### config.mk
export PLATFORM = sky130hd
export DESIGN_NAME = reg_scoreboard
export DESIGN_NICKNAME = d
export VERILOG_FILES = /design/src/rtl/reg_scoreboard_pkg.sv /design/src/rtl/scb_entry_cnt.sv /design/src/rtl/reg_scoreboard.sv
export SDC_FILE = /design/constraint.sdc
export NUM_CORES = 1
export LEC_CHECK = 0
export ABC_AREA = 1
export BUFFER_PORTS_ARGS = -buffer_cell sky130_fd_sc_hd__buf_4
export CORE_MARGIN = 3
export CORE_UTILIZATION = 27
export DETAILED_ROUTE_END_ITERATION = 7
export GPL_TIMING_DRIVEN = 0
export PLACE_DENSITY = 0.5
export SLEW_MARGIN = 20
export SYNTH_ARGS = -nofsm -noshare
export SYNTH_HDL_FRONTEND = slang
export SYNTH_SLANG_ARGS = --single-unit
### constraint.sdc
create_clock -name clk -period 2.8 [get_ports clk]
set_input_delay 0.14 -clock clk [delete_from_list [all_inputs] [get_ports clk]]
set_output_delay 0.14 -clock clk [all_outputs]
set_load 0.01 [all_outputs]
### src/rtl/reg_scoreboard_pkg.sv
// Shared constants, counter-op encoding and the saturating-counter limit helper
// for the register scoreboard (optional feature macro: SCB_WB_BYPASS_EN).
package reg_scoreboard_pkg;

  localparam int unsigned NUM_REGS    = 32;
  localparam int unsigned REG_ADDR_W  = 5;
  localparam int unsigned XZR_IDX     = 0;
  localparam int unsigned FLUSH_DRAIN = 4;
  localparam int unsigned DRAIN_W     = 3;

  typedef enum logic [1:0] {
    CNT_HOLD,
    CNT_INC,
    CNT_DEC,
    CNT_CLR
  } cnt_op_e;

  function automatic int unsigned cnt_max(input int unsigned w);
    return (32'd1 << w) - 32'd1;
  endfunction

endpackage

### src/rtl/scb_entry_cnt.sv
// Per-register pending-write counter: clear beats inc/dec, inc+dec cancel,
// never wraps, and flags a decrement attempted at zero.
module scb_entry_cnt #(
  parameter int unsigned CNT_W = 2
) (
  input  logic             clk,
  input  logic             rst,
  input  logic             inc,
  input  logic             dec,
  input  logic             clr,
  output logic [CNT_W-1:0] count,
  output logic             nonzero,
  output logic             underflow
);
  import reg_scoreboard_pkg::*;

  localparam logic [CNT_W-1:0] CNT_MAX = CNT_W'(cnt_max(CNT_W));

  cnt_op_e op;

  always_comb begin
    op = CNT_HOLD;
    if (clr)             op = CNT_CLR;
    else if (inc && !dec) op = CNT_INC;
    else if (dec && !inc) op = CNT_DEC;
  end

  always_ff @(posedge clk) begin
    if (rst) begin
      count <= '0;
    end else begin
      unique case (op)
        CNT_CLR: count <= '0;
        CNT_INC: if (count != CNT_MAX) count <= count + CNT_W'(1);
        CNT_DEC: if (count != '0) count <= count - CNT_W'(1);
        default: ;
      endcase
    end
  end

  assign nonzero   = (count != '0);
  assign underflow = (op == CNT_DEC) && (count == '0);

endmodule

### src/rtl/reg_scoreboard.sv
// Issue-side register scoreboard: RAW/WAW hazard detection, ID stall, flush
// drain window and sticky WB underflow flag. SCB_WB_BYPASS_EN lets a same-cycle
// WB clear a RAW hazard combinationally.
module reg_scoreboard #(
  parameter int unsigned NUM_REGS = reg_scoreboard_pkg::NUM_REGS,
  parameter int unsigned CNT_W    = 2
) (
  input  logic                                      clk,
  input  logic                                      rst,
  input  logic                                      issue_valid,
  input  logic                                      issue_wr,
  input  logic [reg_scoreboard_pkg::REG_ADDR_W-1:0] issue_rd,
  input  logic [reg_scoreboard_pkg::REG_ADDR_W-1:0] rs1_id,
  input  logic [reg_scoreboard_pkg::REG_ADDR_W-1:0] rs2_id,
  input  logic                                      rs1_used,
  input  logic                                      rs2_used,
  input  logic                                      regwrite_wb,
  input  logic [reg_scoreboard_pkg::REG_ADDR_W-1:0] dst_wb,
  input  logic                                      flush,
  output logic                                      stall_id,
  output logic                                      rs1_busy,
  output logic                                      rs2_busy,
  output logic [NUM_REGS-1:0]                       busy_vec,
  output logic                                      wb_underflow
);
  import reg_scoreboard_pkg::*;

  localparam logic [CNT_W-1:0] CNT_MAX = CNT_W'(cnt_max(CNT_W));

  logic [CNT_W-1:0]   cnt [NUM_REGS];
  logic [NUM_REGS-1:0] nonzero;
  logic [NUM_REGS-1:0] uf_vec;
  logic [NUM_REGS-1:0] wb_hit;
  logic [NUM_REGS-1:0] rd_sel;
  logic [NUM_REGS-1:0] eff_busy;
  logic                rs1_hit;
  logic                rs2_hit;
  logic                waw_full;
  logic                accept;
  logic [DRAIN_W-1:0]  drain;

  // x0 has no counter; its slot is tied off so index loops stay uniform.
  assign cnt[XZR_IDX]     = '0;
  assign nonzero[XZR_IDX] = 1'b0;
  assign uf_vec[XZR_IDX]  = 1'b0;

  always_comb begin
    wb_hit = '0;
    rd_sel = '0;
    for (int unsigned i = XZR_IDX + 1; i < NUM_REGS; i++) begin
      wb_hit[i] = regwrite_wb && (dst_wb == REG_ADDR_W'(i));
      rd_sel[i] = issue_wr && (issue_rd == REG_ADDR_W'(i));
    end
  end

  always_comb begin
    eff_busy = '0;
    for (int unsigned i = 0; i < NUM_REGS; i++) begin
`ifdef SCB_WB_BYPASS_EN
      // count - wb_hit > 0, written without a wrapping subtract
      eff_busy[i] = (cnt[i] > CNT_W'(1)) || ((cnt[i] == CNT_W'(1)) && !wb_hit[i]);
`else
      eff_busy[i] = nonzero[i];
`endif
    end
  end

  always_comb begin
    rs1_hit  = 1'b0;
    rs2_hit  = 1'b0;
    waw_full = 1'b0;
    for (int unsigned i = 0; i < NUM_REGS; i++) begin
      if ((rs1_id == REG_ADDR_W'(i)) && eff_busy[i]) rs1_hit = 1'b1;
      if ((rs2_id == REG_ADDR_W'(i)) && eff_busy[i]) rs2_hit = 1'b1;
      if (rd_sel[i] && (cnt[i] == CNT_MAX) && !wb_hit[i]) waw_full = 1'b1;
    end
  end

  assign rs1_busy = rs1_used && rs1_hit;
  assign rs2_busy = rs2_used && rs2_hit;
  assign stall_id = issue_valid && (rs1_busy || rs2_busy || waw_full) && !flush;
  assign accept   = issue_valid && !stall_id && !flush;

  for (genvar g = XZR_IDX + 1; g < NUM_REGS; g++) begin : g_entry
    scb_entry_cnt #(.CNT_W(CNT_W)) u_cnt (
      .clk       (clk),
      .rst       (rst),
      .inc       (accept && rd_sel[g]),
      .dec       (wb_hit[g] && !flush),
      .clr       (flush),
      .count     (cnt[g]),
      .nonzero   (nonzero[g]),
      .underflow (uf_vec[g])
    );
  end

  assign busy_vec = nonzero;

  // Late WBs from flushed-out older instructions land on cleared counters.
  always_ff @(posedge clk) begin
    if (rst)                drain <= '0;
    else if (flush)         drain <= DRAIN_W'(FLUSH_DRAIN);
    else if (drain != '0)   drain <= drain - DRAIN_W'(1);
  end

  always_ff @(posedge clk) begin
    if (rst)                              wb_underflow <= 1'b0;
    else if ((|uf_vec) && (drain == '0))  wb_underflow <= 1'b1;
  end

endmodule

-- Word-level counts from Yosys, hierarchy flattened
Index checks and enable logic that the tools add are counted.
- output and inout bits: 36
- ROM bits: 0
- input port bits: 28
- latch bits: 0
- logic and storage cells: 1293
- memories: 0
- RAM bits: 0
- bits in registers: 66
- div/mod/pow operators: 0
- order comparisons: 0
- add/sub/neg operators: 63
- equal/unequal tests: 341
- shifts and indexed selects: 0
- bitwise logic cells: 0
- mux-type cells: 281
- multipliers: 0
- reductions and logical operators: 574
- operators by type and width (cell ; number):
    logical AND 1 bit ; 348
    == test 5 bit (second input constant) ; 64
    two-way mux 2 bit ; 155
    == test 2 bit (second input constant) ; 93
    one-hot mux 2 bit (3 select lines) ; 31
    == test 5 x 4 -> 1 bit (second input constant) ; 32
    != test 2 x 1 -> 1 bit (second input constant) ; 62
    nonzero test 3 bit ; 32
    logical NOT 1 bit ; 95
    two-way mux 1 bit ; 93
    AND reduction 3 bit ; 31
    == test 5 x 3 -> 1 bit (second input constant) ; 16
    nonzero test 2 bit ; 32
    adder 2 x 1 -> 2 bit (second input constant) ; 31
    == test 2 x 1 -> 1 bit (second input constant) ; 31
    logical NOT 2 bit ; 31
    != test 2 bit (second input constant) ; 31
    subtractor 2 x 1 -> 2 bit (second input constant) ; 31
    == test 5 x 2 -> 1 bit (second input constant) ; 8
    OR reduction 31 bit ; 1
    == test 5 x 1 -> 1 bit (second input constant) ; 4
    two-way mux 3 bit ; 2
    logical NOT 3 bit ; 1
    subtractor 3 x 1 -> 3 bit (second input constant) ; 1
    2 further kinds ; 3

-- Longest topological paths before layout
Gate-level depths: netlist (run 1).
- depth in word-level cells: 51
- mapped depth: 24
- gate-level depth less buffers: 22

-- By module
A second synthesis (run 1) with hierarchy kept.
- cell total of the unflattened synthesis: 1639
- area total of the unflattened synthesis: 9400.3 µm²
- modules (own cells, without submodules) (module ; cells an instance ; area each (µm²) ; sequential area each (µm²) ; times used):
    scb_entry_cnt ; 34 ; 220.2 ; 40.0 ; 31
    reg_scoreboard ; 585 ; 2573.7 ; 80.1 ; 1

-- Worst setup path after synthesis (run 1)
OpenSTA, ideal clock, no wires.
- path type: register to register
- start: register g_entry[31].u_cnt.count[0]
- end: register wb_underflow
- cell stages (with the launch flop): 23
- buffers on the path: 2
- period minus slack after synthesis: 2.777 ns
- path slack: 0.023 ns
- library setup time: 0.132 ns
- arrival time: 2.645 ns
- required time: 2.668 ns
- cell sequence: dfxtp_1 -> or2_1 -> clkbuf_1 -> nand2_1 -> nand2_1 -> nor2_1 -> nand2_1 -> nor2_1 -> nand2_1 -> nand2_1 -> nand2_1 -> nor2_2 -> nand2_2 -> buf_2 -> o21ai_2 -> inv_1 -> ha_1 -> inv_1 -> nor2_1 -> nor4_1 -> nand4_1 -> o21ai_0 -> a21oi_1
- word-level cells in the longest chain between the ends: 21
- elaborated cells between the ends (all ways): 300
- classes of those cells: eq/ne: 32; mux: 96; reduce/logical: 172
- ends and longest elaborated chain (what ; RTL line ; text):
    start: declaration ; scb_entry_cnt.sv:11 ; output logic [CNT_W-1:0] count,
    start signal: assignment ; scb_entry_cnt.sv:34 ; CNT_INC: if (count != CNT_MAX) count <= count + CNT_W'(1);
    start signal: assignment ; scb_entry_cnt.sv:35 ; CNT_DEC: if (count != '0) count <= count - CNT_W'(1);
    nonzero test 2 bit (*) ; scb_entry_cnt.sv:41 ; assign nonzero = (count != '0);
    via g_entry[31].u_cnt.nonzero ; scb_entry_cnt.sv:12 ; output logic nonzero,
    logical AND 1 bit, on equally long branches ; reg_scoreboard.sv:73, reg_scoreboard.sv:74 ;
    two-way mux 1 bit, on equally long branches ; reg_scoreboard.sv:73, reg_scoreboard.sv:74 ;
    logical AND 1 bit, on equally long branches ; reg_scoreboard.sv:79, reg_scoreboard.sv:80 ;
    logical OR 1 bit (*) (2 in series) ; reg_scoreboard.sv:81 ; assign stall_id = issue_valid && (rs1_busy || rs2_busy || waw_full) && !flush;
    logical AND 1 bit (*) (2 in series) ; reg_scoreboard.sv:81 ;
    logical NOT 1 bit (*) ; reg_scoreboard.sv:82 ; assign accept = issue_valid && !stall_id && !flush;
    [... 4 more ...] ; n/a ;
    logical AND 1 bit ; scb_entry_cnt.sv:25 ; else if (dec && !inc) op = CNT_DEC;
    two-way mux 2 bit ; scb_entry_cnt.sv:25 ;
    two-way mux 2 bit ; scb_entry_cnt.sv:24 ; else if (inc && !dec) op = CNT_INC;
    two-way mux 2 bit ; scb_entry_cnt.sv:23 ; if (clr) op = CNT_CLR;
    == test 2 bit ; scb_entry_cnt.sv:42 ; assign underflow = (op == CNT_DEC) && (count == '0);
    logical AND 1 bit ; scb_entry_cnt.sv:42 ;
    OR reduction 31 bit (*) ; reg_scoreboard.sv:108 ; else if ((|uf_vec) && (drain == '0)) wb_underflow <= 1'b1;
    logical AND 1 bit (*) ; reg_scoreboard.sv:108 ;
    end signal: assignment ; reg_scoreboard.sv:107 ; if (rst) wb_underflow <= 1'b0;
    end signal: assignment ; reg_scoreboard.sv:108 ;
    end: declaration ; reg_scoreboard.sv:24 ; output logic wb_underflow
The timed path passes the listed nets; every way through them passes the cells marked *.
A chain may end at the register's enable or synchronous reset.

-- Final worst setup path (run 1)
- start: input port flush
- end: register wb_underflow
- word-level cells in the longest chain between the ends: 15
- elaborated cells between the ends (all ways): 348
- classes of those cells: eq/ne: 31; mux: 93; reduce/logical: 224
- ends and longest elaborated chain (what ; RTL line ; text):
    start: declaration ; reg_scoreboard.sv:19 ; input logic flush,
    logical NOT 1 bit ; reg_scoreboard.sv:81, reg_scoreboard.sv:82, reg_scoreboard.sv:89 ;
    logical AND 1 bit ; reg_scoreboard.sv:81 ;
    logical NOT 1 bit ; reg_scoreboard.sv:82 ;
    logical AND 1 bit (2 in series) ; reg_scoreboard.sv:82 ;
    logical AND 1 bit ; reg_scoreboard.sv:88 ; .inc (accept && rd_sel[g]),
    logical NOT 1 bit ; scb_entry_cnt.sv:25 ;
    logical AND 1 bit ; scb_entry_cnt.sv:25 ;
    two-way mux 2 bit ; scb_entry_cnt.sv:25 ;
    two-way mux 2 bit ; scb_entry_cnt.sv:24 ;
    two-way mux 2 bit ; scb_entry_cnt.sv:23 ;
    == test 2 bit ; scb_entry_cnt.sv:42 ;
    logical AND 1 bit ; scb_entry_cnt.sv:42 ;
    OR reduction 31 bit (*) ; reg_scoreboard.sv:108 ;
    logical AND 1 bit (*) ; reg_scoreboard.sv:108 ;
Every way passes the cells marked *; elsewhere a longest branch is shown, timed or not.

==> impl_metrics.json, run 1 <==
{
  "min_path_cells": 4,
  "setup_viol": 63,
  "grt_pass1_vias": 8697,
  "route.detailed.drc": 0,
  "mappedNetlistArea_um2": 8180,
  "fillers": 3071,
  "p_sw_frac": 0.383,
  "fin_crit_sh": 1.26,
  "clkTransAtPathRegs_ns": 0.06,
  "reg2reg_slack_ns": -0.68,
  "grt_max_degree": 12,
  "drt_iter0_markers": 740,
  "n_antenna_cell": 0,
  "max_freq_mhz": 283,
  "gp_congestion": 0.945,
  "p_sw_mw": 1.76,
  "clkPwrFrac": 0.280,
  "worstMarginPinSlew_ns": 1.38,
  "place_ws_ns": -1.69,
  "wl_per_cell_um": 17.0,
  "final_util": 0.408,
  "critPathKind": "in2reg",
  "port-buffer-count": 60,
  "grt_pass1_wl_um": 48000,
  "design_area_um2": 12100,
  "htreeDepth": 3,
  "startpoint_type": "input port",
  "finClkSkew_ns": 0.00912,
  "ir_worst_vdd_mv": 0.284,
  "dieArea_um2": 32400,
  "row_count": 63,
  "detail-route-antenna-nets": 0,
  "hpwlAfterDp_um": 24600,
  "drive_above_1_share": 0.386,
  "start_util": 0.275,
  "hold_class": "in2reg",
  "setup_tns_ns": -18.45,
  "min_from": "rst",
  "cts.sinks": 66,
  "register_area_um2": 1350,
  "yosysSeqAreaShare": 0.162,
  "required_ns": 2.99,
  "overflow": 0,
  "fin_nets": 1711,
  "violations": "setup timing",
  "multi_input_area_um2": 7150,
  "power_per_cell_area_nw_per_um2": 379,
  "synth-seq-cells": 66,
  "p_leak_nw": 5.81,
  "pwr-share-seq": 0.241,
  "syn_nets": 1517,
  "antenna_found_initial": 0,
  "critPathMaxFanout": 10,
  "r2r-start": "g_entry[6].u_cnt.count[1]$_SDFFE_PP0P_",
  "end_kind": "flip-flop",
  "core_um2": 29700,
  "fp.dieH_um": 180,
  "die_w_um": 180,
  "wirelength_um": 33600,
  "drtPass1Iterations": 5,
  "rr_worst_depth": 22,
  "grtUsageTotal": 0.189,
  "hold_end": "g_entry[24].u_cnt.count[0]$_SDFFE_PP0P_",
  "critPathArrivalTime_ns": 3.72,
  "layout_setup_ws_ns": -0.729,
  "syn_inst": 1393,
  "p_int_mw": 2.84,
  "ios": 64,
  "rsz0062_at_grt": "true",
  "clockBufferDepth": 2,
  "clkLatencyLatePin_ns": 0.35,
  "cts_tree": "built",
  "relSlewSlack": 0.0807,
  "area_growth_pct": 48.5,
  "ys_warn_count": 0,
  "syn_area_per_cell_um2": 5.87,
  "via_per_inst": 4.93,
  "root_buffer": "clkbuf_16",
  "synthDistinctLibCells": 32,
  "cts_made_buffers": 9,
  "dpl_cell_area_um2": 9110,
  "worstReg2RegEnd": "wb_underflow$_SDFFE_PP0P_",
  "hold_slack_ns": 0.370,
  "p_comb_frac": 0.479,
  "outcome": "complete, but fails checks",
  "maxCapViolations": 0,
  "final-max-slew-violation-count": 0,
  "num_vias": 9764,
  "min_period_ns": 3.53,
  "hold_viol": 0
}
## cell usage in the layout, fill, tap and decap left out, drive strengths merged
cell type  Yosys  layout
o21ai         43      43
clkinv         0       2
nand3         86      86
or2           11      11
dfxtp         66      66
a31o          11      11
conb           1       1
ha            96      96
xor2          10      10
nor2         192     192
nor3          15      15
nand4         21      21
nand2        354     354
clkinvlp       0       1
nand3b        16      16
o21bai        28      28
inv          209     209
clkbuf        30      31
a211oi         8       8
or3           21      21
buf           45     238
bufinv         0       2
nor4           7       7
a21oi        110     110
a21o          13      13
## worst max-delay path, stage by stage
cell      delay, ns
clkbuf_1       0.27
nor2_1         0.34
clkbuf_1       0.55
clkbuf_1       0.81
nand3_2        0.19
nand2_1        0.10
nand2_1        0.05
ha_1           0.21
inv_2          0.09
nor2_4         0.06
nor4_4         0.34
nand4_1        0.28
o21ai_2        0.20
a21oi_1        0.07
## synthesized netlist by cell type (all sizes together)
cell    number  area share
buf         45       0.041
or2         11      0.0084
nor2       192       0.090
nand3       86       0.053
nand2      354        0.16
ha          96        0.15
o21bai      28       0.026
nor4         7      0.0054
nand3b      16       0.015
dfxtp       66        0.16
xor2        10       0.011
a31o        11       0.012
o21ai       43       0.031
a21o        13       0.012
or3         21       0.016
conb         1     0.00046
nand4       21       0.016
a211oi       8      0.0073
inv        209       0.096
nor3        15      0.0092
clkbuf      30       0.014
a21oi      110       0.067
## logic make-up after synthesis
kind of cell               after synthesis  share of synthesized area
xor gates and xnor gates                10                     0.0107
other                                    1                   0.000459
DFF                                     66                      0.162
AOI/OAI and AO/OA                      213                      0.155
adders and majority gates               96                      0.147
buffers and inverters                  284                      0.150
and+or+nand+nor                        723                      0.375
## cell type report
type                       instances  share of cell area
clock buffer                      11              0.0200
buffer                            64              0.0369
multi-input combinational       1043               0.589
sequential                        66               0.112
clock inverter                     5             0.00639
tap                              390              0.0402
timing repair buffer             194               0.131
inverter                         209              0.0652
## what timing repair did
item,4_1_cts,5_1_grt
endpoints found under the setup margin,64,64
pin swaps,67,126
hold endpoints to repair,0,0
gates resized for setup,231,252
hold buffers,0,0
buffers inserted,53,84
gates cloned,3,0
## metrics by stage
| step | std cells | total power, mW |
|---|---|---|
| final | 1982 | 4.60 |
| after global routing | 1982 | 4.83 |
| after CTS | 1905 | 4.20 |
| after detailed placement | 1843 | 2.57 |
| after global placement | 1843 | 2.55 |
| after floorplan | 1393 | 2.02 |
## state kept, by name, indices dropped and copies added, names as in the netlist
signal and cells:
g_entry.u_cnt.count 62, drain 3, wb_underflow 1
## worst max path at each step
stage                                endpoint                                     from  cells after the start
floorplan           wb_underflow$_SDFFE_PP0P_  g_entry[31].u_cnt.count[0]$_SDFFE_PP0P_                     22
global placement    wb_underflow$_SDFFE_PP0P_   g_entry[6].u_cnt.count[0]$_SDFFE_PP0P_                     22
detailed placement  wb_underflow$_SDFFE_PP0P_   g_entry[6].u_cnt.count[0]$_SDFFE_PP0P_                     22
CTS                 wb_underflow$_SDFFE_PP0P_   g_entry[5].u_cnt.count[0]$_SDFFE_PP0P_                     23
global route        wb_underflow$_SDFFE_PP0P_  g_entry[30].u_cnt.count[0]$_SDFFE_PP0P_                     22
finish              wb_underflow$_SDFFE_PP0P_                                    flush                     14
## routing by layer
layer  track usage  vias up  part of all wire
li1              -     4798                 -
met1         0.246     4591              0.43
met2         0.310      317              0.46
met3        0.0369       58             0.073
met4        0.0715        0             0.044
met5             0        -                 0
## power groups by stage
stage               clock network (mW)  registers, mW  logic (mW)
floorplan                            0           1.10       0.923
global placement                     0           1.11        1.44
detailed placement                   0           1.11        1.45
CTS                               1.31           1.10        1.80
global route                      1.34           1.12        2.36
finish                            1.29           1.11        2.20
Note: power is estimated with default switching activity, not from simulation.
==> inputs of run 2 (changes only) <==
--- a/config.mk
+++ b/config.mk
@@ -11,7 +11,7 @@
 export CORE_UTILIZATION = 27
 export DETAILED_ROUTE_END_ITERATION = 7
 export GPL_TIMING_DRIVEN = 0
-export PLACE_DENSITY = 0.5
+export PLACE_DENSITY = 0.48
 export SLEW_MARGIN = 20
 export SYNTH_ARGS = -nofsm -noshare
 export SYNTH_HDL_FRONTEND = slang
==> constraint.sdc (replaced) <==
create_clock -name clk -period 4 [get_ports clk]
set_input_delay 0.2 -clock clk [delete_from_list [all_inputs] [get_ports clk]]
set_output_delay 0.2 -clock clk [all_outputs]
set_load 0.01 [all_outputs]
==> run 2 against run 1 <==
  * Hold slack improved by 0.062 ns
  * Critical path type is now reg2reg
  * Critical path depth rose by 8
  * Sequential power fell by 31%
  * Setup slack improved by 0.99 ns
  * The run now ends clean
  * Cell area fell by 22%
  * Die area did not move
  * Combinational power fell by 53%
  * Critical endpoint unchanged
==> impl_metrics.json, run 2 (synthesized netlist as in run 1, its figures left out) <==
{
  "outcome": "complete, no violations",
  "root_buffer": "clkbuf_16",
  "hpwlAfterDp_um": 24800,
  "htreeDepth": 3,
  "hold_end": "g_entry[20].u_cnt.count[0]$_SDFFE_PP0P_",
  "min_period_ns": 3.74,
  "required_ns": 4.19,
  "final-max-slew-violation-count": 0,
  "slowest_stage": "nor4_4",
  "wirelength_um": 30600,
  "layout_setup_ws_ns": 0.265,
  "hold_viol": 0,
  "overflow": 0,
  "power_per_cell_area_nw_per_um2": 278,
  "cts.sinks": 66,
  "fin_crit_sh": 0.934,
  "end_kind": "flip-flop",
  "clkLatencyLatePin_ns": 0.35,
  "postCtsSetupRepairBufs": 0,
  "core_um2": 29700,
  "fin_nets": 1582,
  "gp_congestion": 0.981,
  "cts_tree": "built",
  "start_util": 0.275,
  "ir_worst_vdd_mv": 0.180,
  "wl_per_cell_um": 16.5,
  "row_count": 63,
  "clockBufferDepth": 2,
  "critPathArrivalTime_ns": 3.93,
  "p_leak_nw": 5.02,
  "critPathBufInv": 4,
  "critPathMaxFanout": 10,
  "min_from": "rst",
  "final_common_cell": "nand2_1",
  "largest_reg_flops": 62,
  "area_growth_pct": 16.0,
  "ios": 64,
  "p_total_mw": 2.64,
  "reg2reg_slack_ns": 0.26,
  "worstMarginPinSlew_ns": 0.999,
  "n_antenna_cell": 0,
  "route.detailed.drc": 0,
  "drtPass1Iterations": 5,
  "place_ws_ns": -0.564,
  "holdBufCountCts": 0,
  "grtUsageTotal": 0.185,
  "regMostFlops": "g_entry.u_cnt.count",
  "port-buffer-count": 60,
  "maxCapViolations": 0,
  "placedCellCount": 1843,
  "grt_pass1_vias": 8260,
  "relSlewSlack": 0.334,
  "die_w_um": 180,
  "rsz0062_at_grt": "false",
  "num_vias": 8910,
  "critPathKind": "reg2reg",
  "fp.dieH_um": 180,
  "stdcell_count": 1853,
  "hold_class": "in2reg",
  "r2r-start": "g_entry[14].u_cnt.count[1]$_SDFFE_PP0P_",
  "antenna_found_initial": 0,
  "cpPeakStageDelay_ns": 0.41,
  "rr_worst_depth": 22,
  "max_freq_mhz": 268,
  "finClkSkew_ns": 0.0115,
  "top_regs": "g_entry.u_cnt.count x62, drain x3, wb_underflow x1",
  "dieArea_um2": 32400,
  "detail-route-antenna-nets": 0,
  "setup_tns_ns": 0,
  "path_delay_family": "simple AND/OR/NAND/NOR gates",
  "drt_iter0_markers": 731,
  "cts_made_buffers": 9,
  "layout_common_cells": "349 x nand2_1, 206 x inv_1, 186 x nor2_1",
  "grt_max_degree": 13,
  "min_path_cells": 4,
  "startpoint_type": "flip-flop",
  "setup_viol": 0,
  "clkTransAtPathRegs_ns": 0.06,
  "grt_pass1_wl_um": 46700,
  "worstReg2RegEnd": "wb_underflow$_SDFFE_PP0P_",
  "crit_chain": "or2_0 > clkbuf_1 > nand2_1 > nand2_1 > nor2_1 > nand2_1 > nor2_1 > nor2_1 > nand2_1 > nand2_2 > nor2_4 > nand2_2 > buf_6 > o21ai_2 > inv_1 > ha_1 > inv_1 > nor2_1 > nor4_4 > nand4_1 > o21ai_2 > a21oi_1",
  "drive_above_1_share": 0.112,
  "via_per_inst": 4.81
}
[run 2: worst max path at each step]
stage,start,to,slack [ns],depth (start not counted)
after floorplan,g_entry[31].u_cnt.count[0]$_SDFFE_PP0P_,wb_underflow$_SDFFE_PP0P_,1.22,22
after global placement,g_entry[24].u_cnt.count[0]$_SDFFE_PP0P_,wb_underflow$_SDFFE_PP0P_,-0.54,22
after detailed placement,g_entry[24].u_cnt.count[0]$_SDFFE_PP0P_,wb_underflow$_SDFFE_PP0P_,-0.56,22
after CTS,g_entry[23].u_cnt.count[0]$_SDFFE_PP0P_,wb_underflow$_SDFFE_PP0P_,0.06,21
after global routing,g_entry[27].u_cnt.count[0]$_SDFFE_PP0P_,wb_underflow$_SDFFE_PP0P_,0.02,23
final,g_entry[14].u_cnt.count[1]$_SDFFE_PP0P_,wb_underflow$_SDFFE_PP0P_,0.26,22
[run 2: worst register-to-register path, cell delays in order (launching register included)]
cell	delay, ns
dfxtp_1	0.31
or2_0	0.21
clkbuf_1	0.21
nand2_1	0.12
nand2_1	0.05
nor2_1	0.14
nand2_1	0.07
nor2_1	0.08
nor2_1	0.04
nand2_1	0.10
nand2_2	0.11
nor2_4	0.14
nand2_2	0.16
buf_6	0.23
o21ai_2	0.16
inv_1	0.08
ha_1	0.19
inv_1	0.08
nor2_1	0.13
nor4_4	0.41
nand4_1	0.25
o21ai_2	0.23
a21oi_1	0.08
[run 2: stage by stage]
step / hold WS [ns] / util / cell area [um2]
2_1_floorplan: 0.434 / - / 8180
3_3_place_gp: 0.444 / 0.307 / 9110
3_5_place_dp: 0.447 / 0.307 / 9110
4_1_cts: 0.432 / 0.318 / 9460
5_1_grt: 0.480 / 0.319 / 9480
6_report: 0.432 / 0.319 / 9480
[run 2: what timing repair did]
| action | CTS | global route |
|---|---|---|
| endpoints found under the hold margin | 0 | 0 |
| gates resized for setup | 11 | 21 |
| pin swaps | 1 | 6 |
| setup endpoints to repair | 1 | 1 |
| gates cloned | 0 | 0 |
[run 2: power breakdown]
group	internal [mW]	switching (mW)
combinational	0.387	0.654
sequential	0.720	0.0467
clock	0.482	0.348
[run 2: final cells by class]
| type | instances | area (um2) |
|---|---|---|
| Clock buffer | 9 | 225 |
| Timing Repair Buffer | 60 | 450 |
| Clock inverter | 7 | 70.1 |
| Multi-Input combinational cell | 1043 | 5710 |
| Buffer | 69 | 438 |
| Tap cell | 390 | 488 |
| Sequential cell | 66 | 1320 |
| Fill cell | 3341 | 20200 |
| Inverter | 209 | 785 |
[run 2: routing by layer]
layer / track usage / part of all wire / vias to the layer above
li1: - / - / 4528
met1: 0.254 / 0.47 / 4123
met2: 0.300 / 0.45 / 233
met3: 0.0357 / 0.063 / 26
met4: 0.0418 / 0.016 / 0
met5: 0 / 0 / -
